### config.mk
export PLATFORM = sky130hd
export DESIGN_NAME = muldiv_sequencer
export DESIGN_NICKNAME = d
export VERILOG_FILES = /design/src/rtl/muldiv_sequencer.sv
export SDC_FILE = /design/constraint.sdc
export NUM_CORES = 1
export LEC_CHECK = 0
export CAP_MARGIN = 5
export CORE_ASPECT_RATIO = 0.75
export CORE_MARGIN = 5
export CORE_UTILIZATION = 41
export DETAILED_ROUTE_END_ITERATION = 10
export PLACE_DENSITY = 0.68
export SETUP_SLACK_MARGIN = 0.02
export SYNTH_ARGS = -nofsm -noshare
export SYNTH_HDL_FRONTEND = slang
export SYNTH_SLANG_ARGS = --single-unit
### constraint.sdc
create_clock -name clk -period 1.45 [get_ports clk]
set_input_delay 0.3625 -clock clk [delete_from_list [all_inputs] [get_ports clk]]
set_output_delay 0.3625 -clock clk [all_outputs]
set_load 0.05 [all_outputs]
### src/rtl/muldiv_sequencer.sv
// muldiv_sequencer: starts the MULT/DIV unit, waits for its stop flag, writes HI/LO
// and reports done, divide-by-zero or watchdog timeout back to main control.
module muldiv_sequencer #(
  parameter int TIMEOUT_CYCLES = 40,
  parameter int CNT_W = 6
) (
  input  logic clk,
  input  logic reset,
  input  logic op_mult,
  input  logic op_div,
  input  logic mult_stop,
  input  logic div_stop,
  input  logic div_zero,
  output logic ctrl_mult,
  output logic ctrl_div,
  output logic ctrl_hilo,
  output logic hilo_write,
  output logic busy,
  output logic done,
  output logic div_zero_exc,
  output logic timeout
);
  typedef enum logic [2:0] {IDLE, MULT_RUN, DIV_RUN, WRITE, FIN, EXC, TOUT} state_t;
  state_t state_q, state_d;
  logic [CNT_W-1:0] cnt_q, cnt_d;
  logic [7:0] out_q, out_d;
  logic run, expired, hilo_d;
  assign {ctrl_mult, ctrl_div, ctrl_hilo, hilo_write, busy, done, div_zero_exc, timeout} = out_q;
  always_comb begin
    run = state_q == MULT_RUN || state_q == DIV_RUN;
    expired = cnt_q == CNT_W'(TIMEOUT_CYCLES - 1);
    cnt_d = run ? cnt_q + CNT_W'(1) : '0;
    state_d = state_q;
    hilo_d = out_q[5];
    case (state_q)
      IDLE: begin
        state_d = op_mult ? MULT_RUN : op_div ? DIV_RUN : IDLE;
        hilo_d = op_mult ? 1'b0 : op_div ? 1'b1 : out_q[5];
      end
      MULT_RUN: state_d = mult_stop ? WRITE : expired ? TOUT : MULT_RUN;
      DIV_RUN:  state_d = div_zero ? EXC : div_stop ? WRITE : expired ? TOUT : DIV_RUN;
      WRITE:    state_d = FIN;
      default:  state_d = IDLE;
    endcase
    // Outputs are a function of the next state so they appear registered in that state's cycle
    out_d = {state_q == IDLE && state_d == MULT_RUN, state_q == IDLE && state_d == DIV_RUN,
             hilo_d, state_d == WRITE, state_d != IDLE, state_d == FIN, state_d == EXC,
             state_d == TOUT};
  end
  always_ff @(posedge clk or posedge reset)
    if (reset) begin
      state_q <= IDLE;
      cnt_q <= '0;
      out_q <= '0;
    end else begin
      state_q <= state_d;
      cnt_q <= cnt_d;
      out_q <= out_d;
    end
endmodule

==> out/results.txt, run 1 <==
The flow ran to the end, but the final reports show violations. The checks that failed: negative setup slack. The run gives 2680 microns as the global-route wire length before repair. The remaining max-slew budget at the tightest pin is 77.3%. In this run the worst hold path is classified as input port to async pin. The portion of the clock cycle consumed by the worst path in the final layout is 105%.

The run gives 77 as the net count after synthesis. The run gives 757 sq um as the cell area after synthesis. The critical path is of the flop to flop type. Across the VDD grid, the largest voltage drop is 1.13 mV. The async set-or-reset flop fraction in the synthesized netlist is 100%, and the via count of the first global-routing pass is 599.

The final layout contains routed wiring with a total length of 1600 microns. The clock skew after layout is 7.77 ps. Summed over all layers, the global routing overflow is 0. Clock tree synthesis selected as its root buffer the cell clkbuf_4. The hold violation total from the final report was 0.

The clock-pin transition on the worst setup and hold timing paths is 100 ps. The analysis attributes to cell leakage a power of 0.500 nW. The cell with the most instances after synthesis is dfrtp_1. Area of placed instances: 1040 sq um.

With fillers left out, the area of the finished cells amounts to 1080 sq um. The tools report the kind of end point of the critical path as a flop. The maximum clock insertion buffer count was 2.

The number of distinct library cells after synthesis was 26; the power per cell area was 2070 nW/um^2. The commonest cells after synthesis are dfrtp_1 (17), nor2_1 (16). Max-cap violations in this run came to 0.

The die is 47.2 microns tall. The run gives 1740 sq um as the area inside the core boundary. The tools report the launching element type of the critical path as a flop.

The design draws 2.24 mW. The mean area per synthesized cell is 11.0 sq um, and the insertion delay of the later-clocked pin in the worst-skew pair is 300 ps. Counting flops with a built-in enable in the synthesized netlist gives 0.

The tools report the DRC violation count after routing as 0. The fmax came out at 659 MHz. The run gives 0 as the initial antenna violation count. The final critical-path setup slack is -66.7 ps. Post-CTS timing repair inserted 0 buffers for setup. Cells fill 62.2% of the core in the end.

The clock period minus final worst setup slack is 1520 ps. The final-stage net count is 102. From left edge to right edge, the die measures 59.6 microns.

The area of all sequential standard cells was 425 sq um. In this run the count of I/O pins placed on the die edge is 15. By area the synthesized netlist is led by dfrtp_1 (56%), nor2_1 (7.9%), buf_6 (4.5%).

The count of final max-slew check failures was 0. Buffers inserted during clock tree synthesis total 3. Dividing the detail-routed via count by the number of cells gives 4.97. After the first detailed-routing iteration, the DRC count stood at 17.

The post-synthesis register bit count works out to 17. Input and output buffers added on the ports amount to 14. The routability-driven placement congestion ratio is 0.706, and the number of levels the H-tree was split into is 1.

For the synthesized instance count, the log shows 69. The first TritonRoute pass finished after 4 iterations. Data on the critical path is required at its endpoint by 1680 ps.

After detailed routing, the average wire length per cell comes to 13.9 microns. Row generation in the floorplan step produced 13 rows. Setup repair after global routing could not meet its margin everywhere. In this run the biggest area consumer among cell types represents 56.2% of the synthesized area. The worst-path maximum fanout was 4. Across all layers, the routed design uses 572 vias. Global routing consumed, over all layers together, 13.9% of the routing resources.

The number of hold buffers added after CTS was 0. Worst path arrival time: 1740 ps. The number of warning messages in the yosys log was 0. The most used flip-flop cell after synthesis is dfrtp_1. The run gives 18 as the maximum number of pins on one net before global-route repair.

Area growth from synthesis to layout: 43.0%. For this configuration, the core starts out at a cell density of 43.5%. Of all cell types, the one taking the most synthesized area is dfrtp_1. Number of fill cells in the layout: 149. The tools report the final antenna diode count as 0.

At the pin with the least slew margin, the transition time is 339 ps. The tools report the number of setup violations in the final report as 4. In the final layout, the multi-input gates occupy 302 sq um. Of the synthesized area, sequential elements account for 56.2%. Once detail routing completed, the nets flagged for antenna violations numbered 0. TritonCTS built the clock tree.

Summed over all nets, the half-perimeter wirelength after detailed placement is 1190 microns. The proportion of layout cells with a drive suffix above 1 is 29.0%, and the CTS sink count is 17. The die covers 2810 sq um.
[power by group]
part	total, mW	leakage (nW)	switching (mW)	internal, mW
Sequential	0.773	0.223	0.154	0.620
Combinational	1.21	0.259	0.661	0.554
Clock	0.253	0.0177	0.150	0.103
[metrics by stage]
stage | hold slack, ps | instances | setup TNS (ps) | setup slack, ps
after global placement | 516 | 111 | -1810 | -347
after CTS | 369 | 115 | -49.1 | -36.4
after global routing | 381 | 115 | -451 | -131
after detailed placement | 521 | 111 | -2130 | -423
final | 363 | 115 | -127 | -66.7
after floorplan | 289 | 69 | 0 | 49.7
[worst max-delay path, stage by stage (launching register included)]
cell and delay (ps):
dfrtp_1 430, nor3b_4 250, nand4_1 180, o41a_1 420, o211ai_2 170
[logic make-up after synthesis]
group,count (synthesis),synth area share [%]
adder cells (fa/ha/maj),1,1.65
XOR/XNOR,5,5.79
AO/OA/AOI/OAI,9,9.42
buffers and inverters,7,6.45
flip-flops,17,56.2
AND/OR/NAND/NOR,30,20.5
[registers in the layout, indices dropped and copies added (netlist names)]
signal and count:
out_q 8, cnt_q 6, state_q 3
[final timing paths]
| path | startpoint | to | slack (ps) | cells past startpoint |
|---|---|---|---|---|
| worst min-delay path | reset | cnt_q[5]$_DFF_PP0_ | 360 | 3 |
| worst max-delay path | cnt_q[3]$_DFF_PP0_ | out_q[3]$_DFF_PP0_ | -70 | 4 |
| max in group asynchronous | reset | out_q[7]$_DFF_PP0_ | 900 | 3 |
| worst min register to register | cnt_q[0]$_DFF_PP0_ | cnt_q[0]$_DFF_PP0_ | 530 | 2 |
| min in group clk | op_div | out_q[6]$_DFF_PP0_ | 450 | 3 |
| worst max register to register | cnt_q[3]$_DFF_PP0_ | out_q[3]$_DFF_PP0_ | -70 | 4 |
[area by class of cell]
type	count	area share [%]
clock inverters	1	0.462
flip-flops and latches	17	39.3
repair buffers	23	26.4
clock buffers	3	2.08
multi-input cells	45	27.9
well taps	22	2.54
inverters	4	1.39
[what timing repair did]
action | CTS | global route
pin swaps | 2 | 1
resized for setup | 5 | 1
endpoints found under the setup margin | 6 | 7
[routing by layer]
| metal | vias to the layer above | GRT usage [%] | part of all wire (%) |
|---|---|---|---|
| li1 | 278 | - | - |
| met1 | 265 | 14.7 | 40 |
| met2 | 25 | 23.7 | 50 |
| met3 | 4 | 6.04 | 8.6 |
| met4 | 0 | 7.96 | 1.9 |
| met5 | - | 0 | 0 |
[cell usage in the layout (no fill, tap or decap), drive strengths merged]
cell and n:
nand3 2, inv 4, xnor2 2, a2111oi 1, o211ai 1, o41a 1
nor2 16, xor2 3, or3b 1, nand4b 1, o21a 1, clkbuf 3
clkdlybuf4s50 4, dfrtp 17, a21oi 3, and2 1, nand4 1, and4b 1
a31oi 1, nand2 3, dlygate4sd2 2, clkinv 1, nor3 2, nand2b 1
a311o 1, nor3b 1, buf 17, ha 1
Power figures use the tool's default switching activity.
==> run 2: changes to the inputs <==
Settings changed: REMOVE_ABC_BUFFERS set to 1.
Clock period 1.45 ns to 1.3 ns, I/O delays scaled along.
==> out/results.txt, run 2 (synthesis results as in run 1) <==
Summed over all layers, the global routing overflow is 0. TritonCTS created 3 clock buffers. The die is 47.2 microns tall. On the worst path, the slowest cell contributes a delay of 410 ps. The global routing usage summed across all routing layers came out at 13.3%.

In the final layout, the share of cells above drive strength 1 is 30.1%. Hold violation total from the final report: 0. The tools report the initial antenna violation count as 0. Global routing consumed, on the met2 layer, 21.1% of the routing resources. After clock tree synthesis, the setup repair step added 0 buffers.

The maximum clock insertion buffer count came out at 2. Number of levels the H-tree was split into: 1. Along the worst path, the maximum fanout reaches 4. Counting tap cells, the placed design contains a total of 111 instances. The tools report the floorplan die area as 2810 sq um. For the number of fill cells in the layout, the log shows 142. Max-cap violations in this run came to 0.

At the worst endpoint, the required time is 1510 ps. Global-route wire length before repair: 2690 microns. The checks that failed: negative setup slack. The clock drives 17 sinks. For the number of setup violations in the final report, the log shows 6.

Total power for the finished layout comes to 2.49 mW. Clock skew after layout: 4.33 ps. Class of the worst hold path: input port to async pin. Registers take 427 sq um. TritonCTS built the clock tree. The critical path is of the flop to flop type. The number of hold buffers added after CTS came out at 0. The run gives 62.5% as the utilization after layout. The largest registers in the layout are out_q (8), cnt_q (6), state_q (3). The setup TNS is -405 ps. At the placement stage, the worst setup path has a slack of -487 ps. The cell row count came out at 13. The quantity of I/O buffers inserted on ports was 14; the number of top-level pins was 15. Subtracting the final worst setup slack from the clock period gives 1420 ps. The tools report the count of final max-slew check failures as 0. The worst-margin pin slew is 405 ps, and the number of DRC markers after the initial detailed-route iteration is 7.

More flip-flops sit in one register than any other, and that register is out_q. The flow ran to the end, but the final reports show violations. The kind of end point of the critical path was a flop. The library cells used most frequently in the layout, excluding fill and tap cells, are nor2_1 (16), dfrtp_1 (16), buf_4 (9).

For this design the ratio of total power to cell area is 2290 nW/um^2. The analysis attributes to cell leakage a power of 0.498 nW. The run gives 102 as the final-stage net count.

For the detailed-route wire length, the log shows 1480 microns. For the worst flop-to-flop path, the logic depth is 4. After legalization and detailed placement, the total HPWL measured 1060 microns.

At the later pin of the worst-skew pair, clock insertion delay measures 280 ps. The area growth from synthesis to layout is 43.6%. The run gives 1090 sq um as the final design instance area without fill.

The final antenna diode count is 0. The met1 routing resource usage after global routing came out at 17.3%. The largest individual stage delay along the critical path comes from the cell dfrtp_1. The horizontal extent of the die was 59.6 microns. Entering global routing, the biggest net connects 18 pins.

For this run, the detailed router's first-pass iteration total came to 4. Dividing the detail-routed via count by the number of cells gives 5.05. At the end of routability-driven placement, the weighted congestion stood at 0.776. The highest ir drop seen on vdd is 1.24 mV.

The final critical-path setup slack was -117 ps; the total number of vias was 581. The layer flagged by global routing as most heavily used is met2. Fmax: 706 MHz. Traced cell by cell, the critical path runs through nor3b_2 > nand4_1 > o41a_1 > o211ai_2. The placed instances occupy a cell area of 1040 sq um. Clock-pin slew was measured on the worst setup and hold paths at 90 ps.

For the remaining max-slew budget at the tightest pin, the log shows 73.0%. Leaving out filler cells and counting taps, the final layout contains 115. The tools report the launching element type of the critical path as a flop. The area inside the core boundary was 1740 sq um; the via count of the first global-routing pass was 583. The initial utilization of the core area, before any placement, comes to 43.5%. The run gives 0 as the remaining antenna violation count after routing.

In the final routed layout, each cell accounts on average for 12.9 microns. On the final layout, the worst hold slack is 340 ps. DRC violation count after routing: 0.

The CTS root buffer was clkbuf_4. The number of flip-flops under the largest register name works out to 8. Of the available clock period, the critical path in the final layout requires 109%.

For the worst setup path, the data arrival time is 1630 ps. Setup repair after global routing could not meet its margin everywhere. The area occupied by multi-input gates came out at 307 sq um. Global routing used 6.59% of the available met3 tracks.
==> run 2: path summary, 6_finish.rpt <==
path / endpoint / slack, ps / start
worst min-delay path: cnt_q[4]$_DFF_PP0_ / 340 / reset
worst min register to register: cnt_q[0]$_DFF_PP0_ / 540 / cnt_q[0]$_DFF_PP0_
worst max-delay path: out_q[3]$_DFF_PP0_ / -120 / cnt_q[4]$_DFF_PP0_
min in group clk: out_q[6]$_DFF_PP0_ / 380 / op_mult
max in group asynchronous: state_q[1]$_DFF_PP0_ / 760 / reset
worst max register to register: out_q[3]$_DFF_PP0_ / -120 / cnt_q[4]$_DFF_PP0_
==> run 2: per-layer routing <==
layer	vias up	wire [microns]
met3	0	100
li1	285	-
met1	283	694
met4	0	0
met5	-	0
met2	13	686
==> run 2: cell type report <==
| class | instances | area share [%] |
|---|---|---|
| Sequential cell | 17 | 39.2 |
| Multi-Input combinational cell | 45 | 28.2 |
| Timing Repair Buffer | 23 | 26.2 |
| Tap cell | 22 | 2.53 |
| Clock buffer | 4 | 2.42 |
| Inverter | 4 | 1.38 |
==> run 2: critical path: cells and delay by family, from the launching register on <==
family | cells | cell delay, ps
AND/OR/NAND/NOR | 2 | 380
flip-flops | 1 | 410
AO/OA/AOI/OAI | 2 | 560
==> run 2: power by group <==
part	switching (mW)	total, mW	internal [mW]
clock	0.156	0.275	0.119
sequential	0.186	0.880	0.694
combinational	0.727	1.34	0.608
==> run 2: timing repair <==
item,CTS,global route
hold endpoints to repair,0,0
gates resized for setup,8,0
pin swaps,2,3
cloned,0,0
endpoints found under the setup margin,7,7
==> run 3: changes to the inputs <==
Settings changed: SLEW_MARGIN set to 20.
==> results of run 3 <==
Final layout, timing and power as in run 2 (identical DEF).
